$ cat src/rtl/fetch_stage_pkg.sv
// Shared fetch-pipeline definitions: fetch FSM encoding, NOP word, default reset PC
// and small address helpers used by the fetch stage and its ID register.
package fetch_stage_pkg;

  typedef enum logic [1:0] {
    ST_IDLE = 2'd0,
    ST_REQ  = 2'd1,
    ST_DROP = 2'd2,
    ST_HOLD = 2'd3
  } fetch_state_e;

  localparam logic [31:0] NOP_INSTR        = 32'h0000_0000;
  localparam logic [31:0] RESET_PC_DEFAULT = 32'h0040_0000;

  function automatic logic [31:0] word_align(input logic [31:0] addr);
    return {addr[31:2], 2'b00};
  endfunction

  // Wraps modulo 2^32 by construction.
  function automatic logic [31:0] pc_plus4(input logic [31:0] pc);
    return pc + 32'd4;
  endfunction

endpackage

$ cat src/rtl/fetch_stage_if_id_reg.sv
// IF/ID pipeline register: flush beats load, load beats hold; an unstalled,
// unloaded cycle means decode consumed the entry, so valid drops.
module if_id_reg
  import fetch_stage_pkg::*;
(
  input  logic        clk,
  input  logic        rst,
  input  logic        flush,
  input  logic        load,
  input  logic        hold,
  input  logic [31:0] load_instr,
  input  logic [31:0] load_pc_plus4,
  output logic        id_valid,
  output logic [31:0] id_instr,
  output logic [31:0] id_pc_plus4
);

  logic        valid_q, valid_d;
  logic [31:0] instr_q, instr_d;
  logic [31:0] pc4_q, pc4_d;

  always_comb begin
    valid_d = valid_q;
    instr_d = instr_q;
    pc4_d   = pc4_q;
    if (flush) begin
      valid_d = 1'b0;
    end else if (load) begin
      valid_d = 1'b1;
      instr_d = load_instr;
      pc4_d   = load_pc_plus4;
    end else if (!hold) begin
      valid_d = 1'b0;
    end
  end

  always_ff @(posedge clk or posedge rst) begin
    if (rst) begin
      valid_q <= 1'b0;
      instr_q <= NOP_INSTR;
      pc4_q   <= 32'h0000_0000;
    end else begin
      valid_q <= valid_d;
      instr_q <= instr_d;
      pc4_q   <= pc4_d;
    end
  end

  assign id_valid    = valid_q;
  assign id_instr    = instr_q;
  assign id_pc_plus4 = pc4_q;

endmodule

$ cat src/rtl/fetch_stage.sv
// Instruction fetch stage: IDLE/REQ/DROP/HOLD request FSM feeding the IF/ID register.
// Define FETCH_SKID_BUF_EN to add a one-entry skid buffer that absorbs an ack under stall.
module fetch_stage
  import fetch_stage_pkg::*;
#(
  parameter logic [31:0] RESET_PC = RESET_PC_DEFAULT
) (
  input  logic        clk,
  input  logic        rst,
  output logic        imem_req,
  output logic [31:0] imem_addr,
  input  logic        imem_ack,
  input  logic [31:0] imem_rdata,
  input  logic        stall,
  input  logic        redirect,
  input  logic [31:0] redirect_pc,
  output logic        id_valid,
  output logic [31:0] id_instr,
  output logic [31:0] id_pc_plus4
);

  fetch_state_e state_q, state_d;
  logic [31:0]  pc_q, pc_d;
  logic [31:0]  tgt_q, tgt_d;   // redirect target parked while DROP drains the old request
  logic [31:0]  redirect_tgt;
  logic         id_can_take;
  logic         id_flush;
  logic         id_load;
  logic [31:0]  id_load_instr;
  logic [31:0]  id_load_pc4;

`ifdef FETCH_SKID_BUF_EN
  // Buffer occupancy is implied by ST_HOLD, so no separate valid flop.
  logic [31:0]  sbuf_instr_q, sbuf_instr_d;
  logic [31:0]  sbuf_pc4_q, sbuf_pc4_d;
`endif

  assign redirect_tgt = word_align(redirect_pc);
  assign id_can_take  = !id_valid || !stall;

  always_comb begin
    state_d       = state_q;
    pc_d          = pc_q;
    tgt_d         = tgt_q;
    imem_req      = 1'b0;
    imem_addr     = pc_q;
    id_flush      = 1'b0;
    id_load       = 1'b0;
    id_load_instr = imem_rdata;
    id_load_pc4   = pc_plus4(pc_q);
`ifdef FETCH_SKID_BUF_EN
    sbuf_instr_d  = sbuf_instr_q;
    sbuf_pc4_d    = sbuf_pc4_q;
`endif

    case (state_q)
      ST_IDLE: begin
        state_d = ST_REQ;
      end

      ST_REQ: begin
`ifdef FETCH_SKID_BUF_EN
        imem_req = 1'b1;
`else
        imem_req = id_can_take;
`endif
        if (redirect) begin
          id_flush = 1'b1;
          // Only an issued, unanswered request needs draining.
          if (imem_req && !imem_ack) begin
            tgt_d   = redirect_tgt;
            state_d = ST_DROP;
          end else begin
            pc_d = redirect_tgt;
          end
        end else if (imem_req && imem_ack) begin
          pc_d = pc_plus4(pc_q);
          if (id_can_take) begin
            id_load = 1'b1;
          end
`ifdef FETCH_SKID_BUF_EN
          else begin
            sbuf_instr_d = imem_rdata;
            sbuf_pc4_d   = pc_plus4(pc_q);
            state_d      = ST_HOLD;
          end
`endif
        end
      end

      ST_DROP: begin
        imem_req = 1'b1;
        if (redirect) begin
          id_flush = 1'b1;
          tgt_d    = redirect_tgt;
        end
        if (imem_ack) begin
          pc_d    = redirect ? redirect_tgt : tgt_q;
          state_d = ST_REQ;
        end
      end

      ST_HOLD: begin
`ifdef FETCH_SKID_BUF_EN
        if (redirect) begin
          id_flush = 1'b1;
          pc_d     = redirect_tgt;
          state_d  = ST_REQ;
        end else if (!stall) begin
          id_load       = 1'b1;
          id_load_instr = sbuf_instr_q;
          id_load_pc4   = sbuf_pc4_q;
          state_d       = ST_REQ;
        end
`else
        state_d = ST_REQ;
`endif
      end

      default: begin
        state_d = ST_IDLE;
      end
    endcase
  end

  always_ff @(posedge clk or posedge rst) begin
    if (rst) begin
      state_q <= ST_IDLE;
      pc_q    <= RESET_PC;
      tgt_q   <= RESET_PC;
    end else begin
      state_q <= state_d;
      pc_q    <= pc_d;
      tgt_q   <= tgt_d;
    end
  end

`ifdef FETCH_SKID_BUF_EN
  always_ff @(posedge clk or posedge rst) begin
    if (rst) begin
      sbuf_instr_q <= NOP_INSTR;
      sbuf_pc4_q   <= 32'h0000_0000;
    end else begin
      sbuf_instr_q <= sbuf_instr_d;
      sbuf_pc4_q   <= sbuf_pc4_d;
    end
  end
`endif

  if_id_reg u_if_id_reg (
    .clk           (clk),
    .rst           (rst),
    .flush         (id_flush),
    .load          (id_load),
    .hold          (stall),
    .load_instr    (id_load_instr),
    .load_pc_plus4 (id_load_pc4),
    .id_valid      (id_valid),
    .id_instr      (id_instr),
    .id_pc_plus4   (id_pc_plus4)
  );

endmodule
$ cat config.mk
export PLATFORM = sky130hd
export DESIGN_NAME = fetch_stage
export DESIGN_NICKNAME = d
export VERILOG_FILES = /design/src/rtl/fetch_stage_pkg.sv /design/src/rtl/fetch_stage_if_id_reg.sv /design/src/rtl/fetch_stage.sv
export SDC_FILE = /design/constraint.sdc
export NUM_CORES = 1
export LEC_CHECK = 0
export BUFFER_PORTS_ARGS = -buffer_cell sky130_fd_sc_hd__buf_4
export CAP_MARGIN = 0
export CORE_MARGIN = 3
export CORE_UTILIZATION = 57
export CTS_CLUSTER_DIAMETER = 120
export DETAILED_ROUTE_END_ITERATION = 12
export PLACE_DENSITY = 0.83
export SYNTH_ARGS = -nofsm -noshare
export SYNTH_HDL_FRONTEND = slang
export SYNTH_SLANG_ARGS = --single-unit
$ cat constraint.sdc
create_clock -name clk -period 7.9 [get_ports clk]
set_clock_uncertainty 0.2 [all_clocks]
set_input_delay 1.185 -clock clk [delete_from_list [all_inputs] [get_ports clk]]
set_output_delay 1.185 -clock clk [all_outputs]
set_load 0.1 [all_outputs]
==> results.sh <==
export IMPL_die_x_um=111
export IMPL_yosysUniqueCellTypes=56
export IMPL_dr_pass1_iters=7
export IMPL_grt_pass1_vias=5424
export IMPL_diodes=0
export IMPL_dp_cells=850
export IMPL_relSlewSlack=0.409
export IMPL_start_kind="register"
export IMPL_stdcell_count=878
export IMPL_required_ps=8090
export IMPL_dpl_instance_area_sq_mm=0.00758
export IMPL_synth_seq_cells=131
export IMPL_hold_path_class="register to register"
export IMPL_cp_slowest_cell="ha_1"
export IMPL_rsz0062_at_grt="no"
export IMPL_cts_sinks=131
export IMPL_nets=805
export IMPL_dp_final_hpwl_um=11100
export IMPL_final_area_sq_mm=0.00813
export IMPL_tns_ps=0
export IMPL_grt_use_total=0.266
export IMPL_tightestPinTransition_ps=886
export IMPL_drc=0
export IMPL_synth_compound_area_share=0.141
export IMPL_synth_nets=655
export IMPL_cts_made_buffers=17
export IMPL_post_cts_setup_buffers=0
export IMPL_ctsResizeCount=0
export IMPL_synthMuxAreaShare=0.119
export IMPL_place_congestion=0.900
export IMPL_insertion_delay_ps=510
export IMPL_path_buf_inv=3
export IMPL_critPathMaxStageDelay_ps=660
export IMPL_arrival_ps=3840
export IMPL_synth_adder_area_share=0.00597
export IMPL_fin_crit_ps=3650
export IMPL_slew_violations=0
export IMPL_cts_tree="done"
export IMPL_synth_area_sq_mm=0.00629
export IMPL_synth_xor_xnor_area_share=0.0390
export IMPL_synthFlopType="dfrtp_1"
export IMPL_layout_drive_gt1_share=0.376
export IMPL_cts_hold_buffers_added=0
export IMPL_ios=167
export IMPL_cp_max_fo=21
export IMPL_yosys_warnings=0
export IMPL_row_count=37
export IMPL_multi_input_area_sq_mm=0.00278
export IMPL_synth_top_family_by_area="compound AO/OA/AOI/OAI gates"
export IMPL_cp_top_family="buffers and inverters"
export IMPL_antenna_found_initial=0
export IMPL_synthArstFlopShare=1.00
export IMPL_grt_pass1_wl_um=26900
export IMPL_grt_max_degree=71
export IMPL_synth_edff_count=0
export IMPL_fmax_mhz=274
export IMPL_synth_area_per_cell_sq_um=10.8
export IMPL_setup_violations=0
export IMPL_vias=5167
export IMPL_drt_iter0_drc=381
export IMPL_dieHeight_um=111
export IMPL_crit_path_end_kind="register"
export IMPL_path_clk_slew_ps=60
export IMPL_wl_per_cell_um=18.3
export IMPL_hold_viol=0
export IMPL_fp_coreArea_sq_mm=0.0105
export IMPL_wirelength_um=16100
export IMPL_syn_to_final_growth_pct=29.2
export IMPL_path_class="register to register"
export IMPL_ys_seq_area_frac=0.521
export IMPL_gr_total_overflow=0
export IMPL_status="finished, final reports clean"
export IMPL_register_area_sq_mm=0.00328
export IMPL_synth_simple_gate_area_frac=0.136
export IMPL_root_buffer="clkbuf_8"
export IMPL_clk_path_buf_depth=2
export IMPL_drv_cap=0
export IMPL_htreeDepth=4
export IMPL_nFillCells=689
export IMPL_utilization=0.774
export IMPL_layout_commonest_cell="buf_4"
export IMPL_io_buffer_count=164
export IMPL_vias_per_cell=5.88
export IMPL_antenna_left=0
export IMPL_period_share=0.462
export IMPL_crit_chain="inv_1, ha_1, clkinv_1, nor2_1, a31oi_1, nor2_2, buf_4, mux2_2"
export IMPL_dieArea_sq_mm=0.0123
export IMPL_netlist_instances=583
export IMPL_final_cell_mix="buf_4 (171), dfrtp_1 (129), o21ai_0 (67)"
export IMPL_initial_utilization=0.599
area by class of cell:
cell class                 instances  area share
sequential                       131       0.404
multi-input combinational        397       0.342
timing repair buffer             171       0.158
clock buffer                      22      0.0582
tap                              136      0.0209
clock inverter                     6     0.00985
inverter                          15     0.00723
through the flow:
step | hold slack (ps) | setup slack (ps)
final | 279 | 4250
after global routing | 300 | 4060
after CTS | 284 | 4280
after detailed placement | 272 | 4280
after global placement | 263 | 4300
after floorplan | 264 | 3020
cells by family (layout without fill, tap and decap cells):
logic type / after synthesis / after routing
simple gates: 157 / 157
xor+xnor: 28 / 28
flops: 131 / 131
compound gates: 142 / 142
fa+ha+maj: 3 / 3
mux: 67 / 67
buf+inv: 55 / 214
routing by layer:
layer | global-route usage | vias up | wire [um]
met2 | 0.436 | 225 | 7900
met4 | 0.0811 | 0 | 240
met1 | 0.340 | 2517 | 6510
met5 | 0 | - | 0
li1 | - | 2398 | -
met3 | 0.0857 | 27 | 1430
cells in the mapped netlist (all sizes together), types with 2 or more instances:
library cell / instances / share of area
dfrtp: 129 / 0.51
o21ai: 69 / 0.055
mux2: 63 / 0.11
nand2: 63 / 0.038
nor2: 32 / 0.019
clkbuf: 30 / 0.019
xnor2: 23 / 0.032
a21oi: 20 / 0.016
and3: 14 / 0.014
inv: 14 / 0.0084
nand4: 13 / 0.020
buf: 10 / 0.010
nand3: 8 / 0.0064
nor3: 8 / 0.0072
a222oi: 7 / 0.011
a22oi: 7 / 0.0084
o2bb2ai: 7 / 0.0097
nor4: 6 / 0.016
o22ai: 5 / 0.0050
o31a: 5 / 0.0070
xor2: 5 / 0.0070
a211oi: 4 / 0.0048
and4: 4 / 0.0056
mux2i: 4 / 0.0064
a221oi: 3 / 0.0042
a22o: 3 / 0.0042
ha: 3 / 0.0060
a31oi: 2 / 0.0020
and2: 2 / 0.0022
dfstp: 2 / 0.0084
nor2b: 2 / 0.0020
o211a: 2 / 0.0032
o41ai: 2 / 0.0028
sequential cells by signal (all words and copies together) (netlist names):
signal and count:
u_if_id_reg.id_valid 1, tgt_q 32, u_if_id_reg.id_instr 32, imem_addr 32, u_if_id_reg.id_pc_plus4 32, state_q 2
path summary, 6_finish.rpt:
path	from	end	slack, ps	cells after the start
max	state_q[0]$_DFFE_PP0P_	tgt_q[31]$_DFFE_PP0P_	4250	8
min	u_if_id_reg.id_pc_plus4[8]$_DFFE_PP0P_	u_if_id_reg.id_pc_plus4[8]$_DFFE_PP0P_	280	2
max reg2reg	state_q[0]$_DFFE_PP0P_	tgt_q[31]$_DFFE_PP0P_	4250	8
min reg2reg	u_if_id_reg.id_pc_plus4[8]$_DFFE_PP0P_	u_if_id_reg.id_pc_plus4[8]$_DFFE_PP0P_	280	2
max in group asynchronous	rst	tgt_q[17]$_DFFE_PP0P_	5500	3
min in group asynchronous	rst	u_if_id_reg.id_instr[1]$_DFFE_PP0P_	610	2
worst reg2reg max path: stages, from the launching register on:
cell and delay, ps:
dfrtp_1 400, inv_1 70, ha_1 660, clkinv_1 530, nor2_1 220, a31oi_1 80, nor2_2 570, buf_4 430
mux2_2 390
Power is left out: the tool's default activity adds up to more than one toggle a clock period on the data nets, which glitch-free logic cannot reach.
